### config.mk
export PLATFORM = sky130hd
export DESIGN_NAME = mem_wb
export DESIGN_NICKNAME = d
export VERILOG_FILES = /design/src/rtl/mem_wb_pkg.sv /design/src/rtl/mem_wb_load_ext.sv /design/src/rtl/mem_wb.sv
export SDC_FILE = /design/constraint.sdc
export NUM_CORES = 1
export LEC_CHECK = 0
export ABC_CLOCK_PERIOD_IN_PS = 3200
export CORE_MARGIN = 3
export CORE_UTILIZATION = 42
export CTS_BUF_LIST = sky130_fd_sc_hd__clkbuf_16
export DETAILED_ROUTE_END_ITERATION = 8
export HOLD_SLACK_MARGIN = 0.1
export MAX_ROUTING_LAYER = met4
export PLACE_DENSITY_LB_ADDON = 0.1
export SYNTH_ARGS = -nofsm -noshare
export SYNTH_HDL_FRONTEND = slang
export SYNTH_HIERARCHICAL = 1
export SYNTH_SLANG_ARGS = --single-unit
### constraint.sdc
create_clock -name clk -period 3.2 [get_ports clk]
set_input_delay 0.64 -clock clk [delete_from_list [all_inputs] [get_ports clk]]
set_output_delay 0.64 -clock clk [all_outputs]
set_load 0.01 [all_outputs]
### src/rtl/mem_wb_pkg.sv
// Shared definitions for the MEM/WB pipeline stage: bus widths, load data-type codes
// and writeback FSM state encodings.
package mem_wb_pkg;

  localparam int unsigned Xlen         = 32;
  localparam int unsigned RegAddrWidth = 5;
  localparam int unsigned CsrAddrWidth = 12;
  localparam int unsigned DataTypeW    = 3;

  // Load width/sign codes; any other value behaves as a full-word load
  typedef enum logic [DataTypeW-1:0] {
    DtLb  = 3'd0,
    DtLh  = 3'd1,
    DtLw  = 3'd2,
    DtLbu = 3'd4,
    DtLhu = 3'd5
  } data_type_e;

  typedef enum logic [0:0] {
    StIdle = 1'b0,
    StWait = 1'b1
  } wb_state_e;

endpackage

### src/rtl/mem_wb_load_ext.sv
// load_ext: combinational load-data alignment and sign/zero extension.
// Build option: MEM_WB_SUBWORD_EN enables sub-word selection; without it the raw word
// passes through and the type/offset inputs are ignored.
module load_ext
  import mem_wb_pkg::*;
(
  input  logic [DataTypeW-1:0] data_type_i,
  input  logic [1:0]           addr_lo_i,
  input  logic [Xlen-1:0]      raw_i,
  output logic [Xlen-1:0]      data_o
);

`ifdef MEM_WB_SUBWORD_EN
  logic [7:0]  byte_sel;
  logic [15:0] half_sel;

  // Pick the addressed byte/halfword, then extend according to the load type
  always_comb begin
    case (addr_lo_i)
      2'd0:    byte_sel = raw_i[7:0];
      2'd1:    byte_sel = raw_i[15:8];
      2'd2:    byte_sel = raw_i[23:16];
      default: byte_sel = raw_i[31:24];
    endcase
    half_sel = addr_lo_i[1] ? raw_i[31:16] : raw_i[15:0];
    case (data_type_i)
      DtLb:    data_o = {{24{byte_sel[7]}}, byte_sel};
      DtLbu:   data_o = {24'h0, byte_sel};
      DtLh:    data_o = {{16{half_sel[15]}}, half_sel};
      DtLhu:   data_o = {16'h0, half_sel};
      default: data_o = raw_i;
    endcase
  end
`else
  logic unused_sel;

  assign unused_sel = ^{data_type_i, addr_lo_i};
  assign data_o     = raw_i;
`endif

endmodule

### src/rtl/mem_wb.sv
// mem_wb: MEM/WB pipeline register with load-wait FSM and CSR writeback fields.
// Build option: MEM_WB_SUBWORD_EN enables sub-word load extension in load_ext.
module mem_wb
  import mem_wb_pkg::*;
(
  input  logic                    clk,
  input  logic                    rst,
  input  logic                    stall_i,
  input  logic                    flush_i,
  input  logic                    ex_w_reg_enable_i,
  input  logic                    mem_w_reg_enable_i,
  input  logic [RegAddrWidth-1:0] w_reg_addr_i,
  input  logic [Xlen-1:0]         ex_w_reg_data_i,
  input  logic [Xlen-1:0]         mem_w_reg_data_i,
  input  logic [DataTypeW-1:0]    data_type_i,
  input  logic [1:0]              mem_addr_lo_i,
  input  logic                    r_mem_valid_i,
  input  logic                    ex_w_csr_enable_i,
  input  logic [CsrAddrWidth-1:0] ex_w_csr_addr_i,
  input  logic [Xlen-1:0]         ex_w_csr_data_i,
  output logic                    w_reg_enable_o,
  output logic [RegAddrWidth-1:0] w_reg_addr_o,
  output logic [Xlen-1:0]         w_reg_data_o,
  output logic                    w_csr_enable_o,
  output logic [CsrAddrWidth-1:0] w_csr_addr_o,
  output logic [Xlen-1:0]         w_csr_data_o,
  output logic                    stall_req_o
);

  wb_state_e       state_q;
  logic [Xlen-1:0] load_data;
  logic            addr_nz;

  assign addr_nz = (w_reg_addr_i != '0);

  load_ext u_load_ext (
    .data_type_i (data_type_i),
    .addr_lo_i   (mem_addr_lo_i),
    .raw_i       (mem_w_reg_data_i),
    .data_o      (load_data)
  );

  // Request an upstream stall while a load's read data has not arrived
  always_comb begin
    stall_req_o = 1'b0;
    if (rst && !flush_i) begin
      if (state_q == StWait) stall_req_o = !r_mem_valid_i;
      else                   stall_req_o = mem_w_reg_enable_i && !r_mem_valid_i;
    end
  end

  // Writeback registers and load-wait FSM; flush beats stall, reset beats both
  always_ff @(posedge clk or negedge rst) begin
    if (!rst) begin
      state_q        <= StIdle;
      w_reg_enable_o <= 1'b0;
      w_reg_addr_o   <= '0;
      w_reg_data_o   <= '0;
      w_csr_enable_o <= 1'b0;
      w_csr_addr_o   <= '0;
      w_csr_data_o   <= '0;
    end else if (flush_i) begin
      state_q        <= StIdle;
      w_reg_enable_o <= 1'b0;
      w_reg_addr_o   <= '0;
      w_reg_data_o   <= '0;
      w_csr_enable_o <= 1'b0;
      w_csr_addr_o   <= '0;
      w_csr_data_o   <= '0;
    end else if (!stall_i) begin
      w_reg_addr_o <= w_reg_addr_i;
      w_csr_addr_o <= ex_w_csr_addr_i;
      w_csr_data_o <= ex_w_csr_data_i;
      if (state_q == StWait || mem_w_reg_enable_i) begin
        if (r_mem_valid_i) begin
          state_q        <= StIdle;
          w_reg_enable_o <= addr_nz;
          w_reg_data_o   <= load_data;
          w_csr_enable_o <= ex_w_csr_enable_i;
        end else begin
          // Data not back yet: emit a bubble and keep waiting
          state_q        <= StWait;
          w_reg_enable_o <= 1'b0;
          w_reg_data_o   <= '0;
          w_csr_enable_o <= 1'b0;
        end
      end else begin
        state_q        <= StIdle;
        w_reg_enable_o <= ex_w_reg_enable_i && addr_nz;
        w_reg_data_o   <= ex_w_reg_data_i;
        w_csr_enable_o <= ex_w_csr_enable_i;
      end
    end
  end

endmodule

==> load_flow_metrics.sql, run 1 <==
INSERT INTO impl_metrics (metric_group, metric, value, unit) VALUES
('detailed_routing', 'postRouteWirelength', '10.5', 'mm'),
('worst_setup_path', 'setup.worst_path.end_class', 'output port', ''),
('grt', 'grt_overflow', '0', ''),
('finish', 'stdcell_count', '642', ''),
('detailed_routing', 'antenna_left', '0', ''),
('synth', 'postSynthNetCount', '493', ''),
('placement', 'placer_congestion', '0.743', ''),
('timing', 'worst_pin_slew', '1.18', 'ns'),
('grt', 'grt_pass1_vias', '3272', ''),
('worst_setup_path', 'timing_worst_setup_path_type', 'input pin to output port', ''),
('clock_network', 'numClockSinks', '84', ''),
('clock_network', 'tritoncts_clock_tree', 'done', ''),
('worst_setup_path', 'r2r.worst_path.cells', '4', ''),
('power', 'finalPower', '2.66', 'mW'),
('finish', 'nets', '655', ''),
('synth', 'fraction_of_the_yosys_area_taken_by_sequential_cells', '0.535', ''),
('worst_setup_path', 'worst-r2r-setup-slack', '1.08', 'ns'),
('clock_network', 'path_clk_slew', '0.06', 'ns'),
('synth', 'synth_simple_gate_area_share', '0.124', ''),
('clock_network', 'clock_tree.htree_level_count', '3', ''),
('clock_network', 'cts_inserted_buffers', '9', ''),
('clock_network', 'clk_latency', '0.33', 'ns'),
('synth', 'mappedNetlistArea', '3930', 'um^2'),
('finish', 'antenna_cells', '0', ''),
('synth', 'cell_taking_the_most_area_after_synthesis', 'sky130_fd_sc_hd__dfrtp_1', ''),
('detailed_routing', 'detailroute.via_count', '3167', ''),
('placement', 'dp_hpwl', '7.66', 'mm'),
('synth', 'post_synth_main_area_contributors', 'sky130_fd_sc_hd__dfrtp_1, sky130_fd_sc_hd__mux2i_1, sky130_fd_sc_hd__buf_4', ''),
('detailed_routing', 'drt-wirelength-per-cell', '16.4', 'um'),
('finish', 'final_common_cell', 'sky130_fd_sc_hd__clkdlybuf4s50_1', ''),
('power', 'pwr_density_cell', '443', 'nW/um^2'),
('clock_network', 'cts_repair_resize_count', '0', ''),
('synth', 'synth_mux_area_frac', '0.171', ''),
('detailed_routing', 'drt-pass1-iter-count', '4', ''),
('timing', 'report.final.hold_viol_count', '0', ''),
('floorplan', 'die_y', '103', 'um'),
('worst_setup_path', 'worstPathMaxFanout', '3', ''),
('timing', 'final_min_period_over_clock_period', '0.864', ''),
('status', 'status', 'finished, final reports clean', ''),
('synth', 'synth_compound_gate_area_share', '0.0627', ''),
('grt', 'antenna_found_initial', '0', ''),
('worst_hold_path', 'hold_class', 'input pin to asynchronous set/reset pin', ''),
('synth', 'synth-adder-area-share', '0', ''),
('detailed_routing', 'detail_route.drc_violations', '0', ''),
('clock_network', 'cts-root-to-sink-buffers', '2', ''),
('worst_setup_path', 'worstReg2RegStart', 'state_q', ''),
('detailed_routing', 'detail_route.iter0.violations', '125', ''),
('synth', 'netlist-cell-type-count', '24', ''),
('floorplan', 'num_rows', '34', ''),
('timing', 'fin_worst_skew', '0.00721', 'ns'),
('worst_setup_path', 'worst-endpoint-required', '2.56', 'ns'),
('synth', 'synth_top_family_by_area', 'multiplexers', ''),
('power', 'vdd_ir_drop_max', '0.309', 'mV'),
('synth', 'yosysWarningCount', '6', ''),
('synth', 'synth_seq_cells', '84', ''),
('floorplan', 'die_area', '10600', 'um^2'),
('grt', 'maximum_number_of_pins_on_one_net_before_global_route_repair', '72', ''),
('floorplan', 'chipWidth', '103', 'um'),
('timing', 'slew_headroom', '0.206', ''),
('placement', 'port-buffer-count', '204', ''),
('finish', 'layout-drive-gt1-share', '0.0468', ''),
('timing', 'achievable-frequency', '0.362', 'GHz'),
('timing', 'final_sum_of_negative_setup_slack', '0', 'ns'),
('worst_setup_path', 'cp-start-kind', 'input pin', ''),
('worst_setup_path', 'r2r_end', 'w_reg_data_o[5]', ''),
('run', 'cap_viol_max_count', '0', ''),
('clock_network', 'cts_setup_buffers', '0', ''),
('synth', 'syn-instance-count', '367', ''),
('floorplan', 'io-pin-count', '210', ''),
('timing', 'setup_viol_count_final', '0', ''),
('placement', 'place.detailed.instances', '626', '');
## cell usage after synthesis (all sizes together)
cell type	n
a211oi	1
mux2i	67
o22ai	1
clkbuf	9
a21oi	1
inv	2
nor2b	1
o21ai	21
or2	1
nor4b	1
dfrtp	84
or4	1
a311oi	14
nand2	34
nand3	14
buf	50
nor2	65
## kinds of logic after synthesis
kind of cell,after synthesis
and+or+nand+nor,117
DFF,84
muxes,67
buffers and inverters,61
AOI/OAI and AO/OA,38
## state kept, by name, indices dropped and copies added (netlist names)
name,cells
w_reg_data_o,32
w_reg_addr_o,5
w_csr_addr_o,12
w_reg_enable_o,1
w_csr_enable_o,1
state_q,1
w_csr_data_o,32
## through the flow
stage | hold WS [ns] | utilization | setup slack (ns) | area [um^2]
2_1_floorplan | 0.344 | - | 1.15 | 3930
3_3_place_gp | 0.461 | 0.644 | 0.334 | 5720
3_5_place_dp | 0.469 | 0.644 | 0.291 | 5720
4_1_cts | 0.157 | 0.676 | 0.420 | 6010
5_1_grt | 0.160 | 0.676 | 0.342 | 6010
6_report | 0.160 | 0.676 | 0.434 | 6010
## per-layer routing
metal / vias to the layer above / global-route usage / wire [um]
li1: 1532 / - / -
met5: - / - / 0
met2: 130 / 0.331 / 5110
met1: 1494 / 0.264 / 4560
met3: 11 / 0.0419 / 763
met4: 0 / 0.0608 / 111
## critical path, stage by stage
cell and delay [ns]:
sky130_fd_sc_hd__clkdlybuf4s50_1 0.54, sky130_fd_sc_hd__nor2_4 0.04, sky130_fd_sc_hd__nor4b_1 0.27, sky130_fd_sc_hd__clkdlybuf4s50_1 0.64
## worst max path at each step
| stage | from | endpoint | slack [ns] | cells after the start |
|---|---|---|---|---|
| 2_1_floorplan | r_mem_valid_i | stall_req_o | 1.15 | 3 |
| 3_3_place_gp | mem_w_reg_enable_i | w_reg_data_o[25] | 0.33 | 5 |
| 3_5_place_dp | mem_w_reg_enable_i | w_reg_data_o[24] | 0.29 | 5 |
| 4_1_cts | mem_w_reg_enable_i | stall_req_o | 0.42 | 4 |
| 5_1_grt | mem_w_reg_enable_i | stall_req_o | 0.34 | 4 |
| 6_report | mem_w_reg_enable_i | stall_req_o | 0.43 | 4 |
## cell type report
cell class | count | area [um^2]
fillers | 727 | 2880
well taps | 108 | 135
clock inverters | 7 | 61.3
inverters | 2 | 7.51
clock buffers | 9 | 225
repair buffers | 210 | 2070
multi-input cells | 222 | 1410
flip-flops and latches | 84 | 2100
## report_power, final
part	internal [mW]	total (mW)	switching [mW]
clock	0.595	0.993	0.398
combinational	0.303	0.512	0.209
sequential	1.12	1.16	0.0333
(Power assumes the default switching activity.)
==> run 2: changes to the inputs <==
Settings changed: GPL_TIMING_DRIVEN from default to 1.
==> results of run 2 <==
The final DEF is identical to that of run 1; final timing and power are the same.
==> run 3: changes to the inputs <==
Settings changed: SKIP_CTS_REPAIR_TIMING from default to 1.
==> results of run 3 <==
The final DEF is identical to that of run 1; final timing and power are the same.
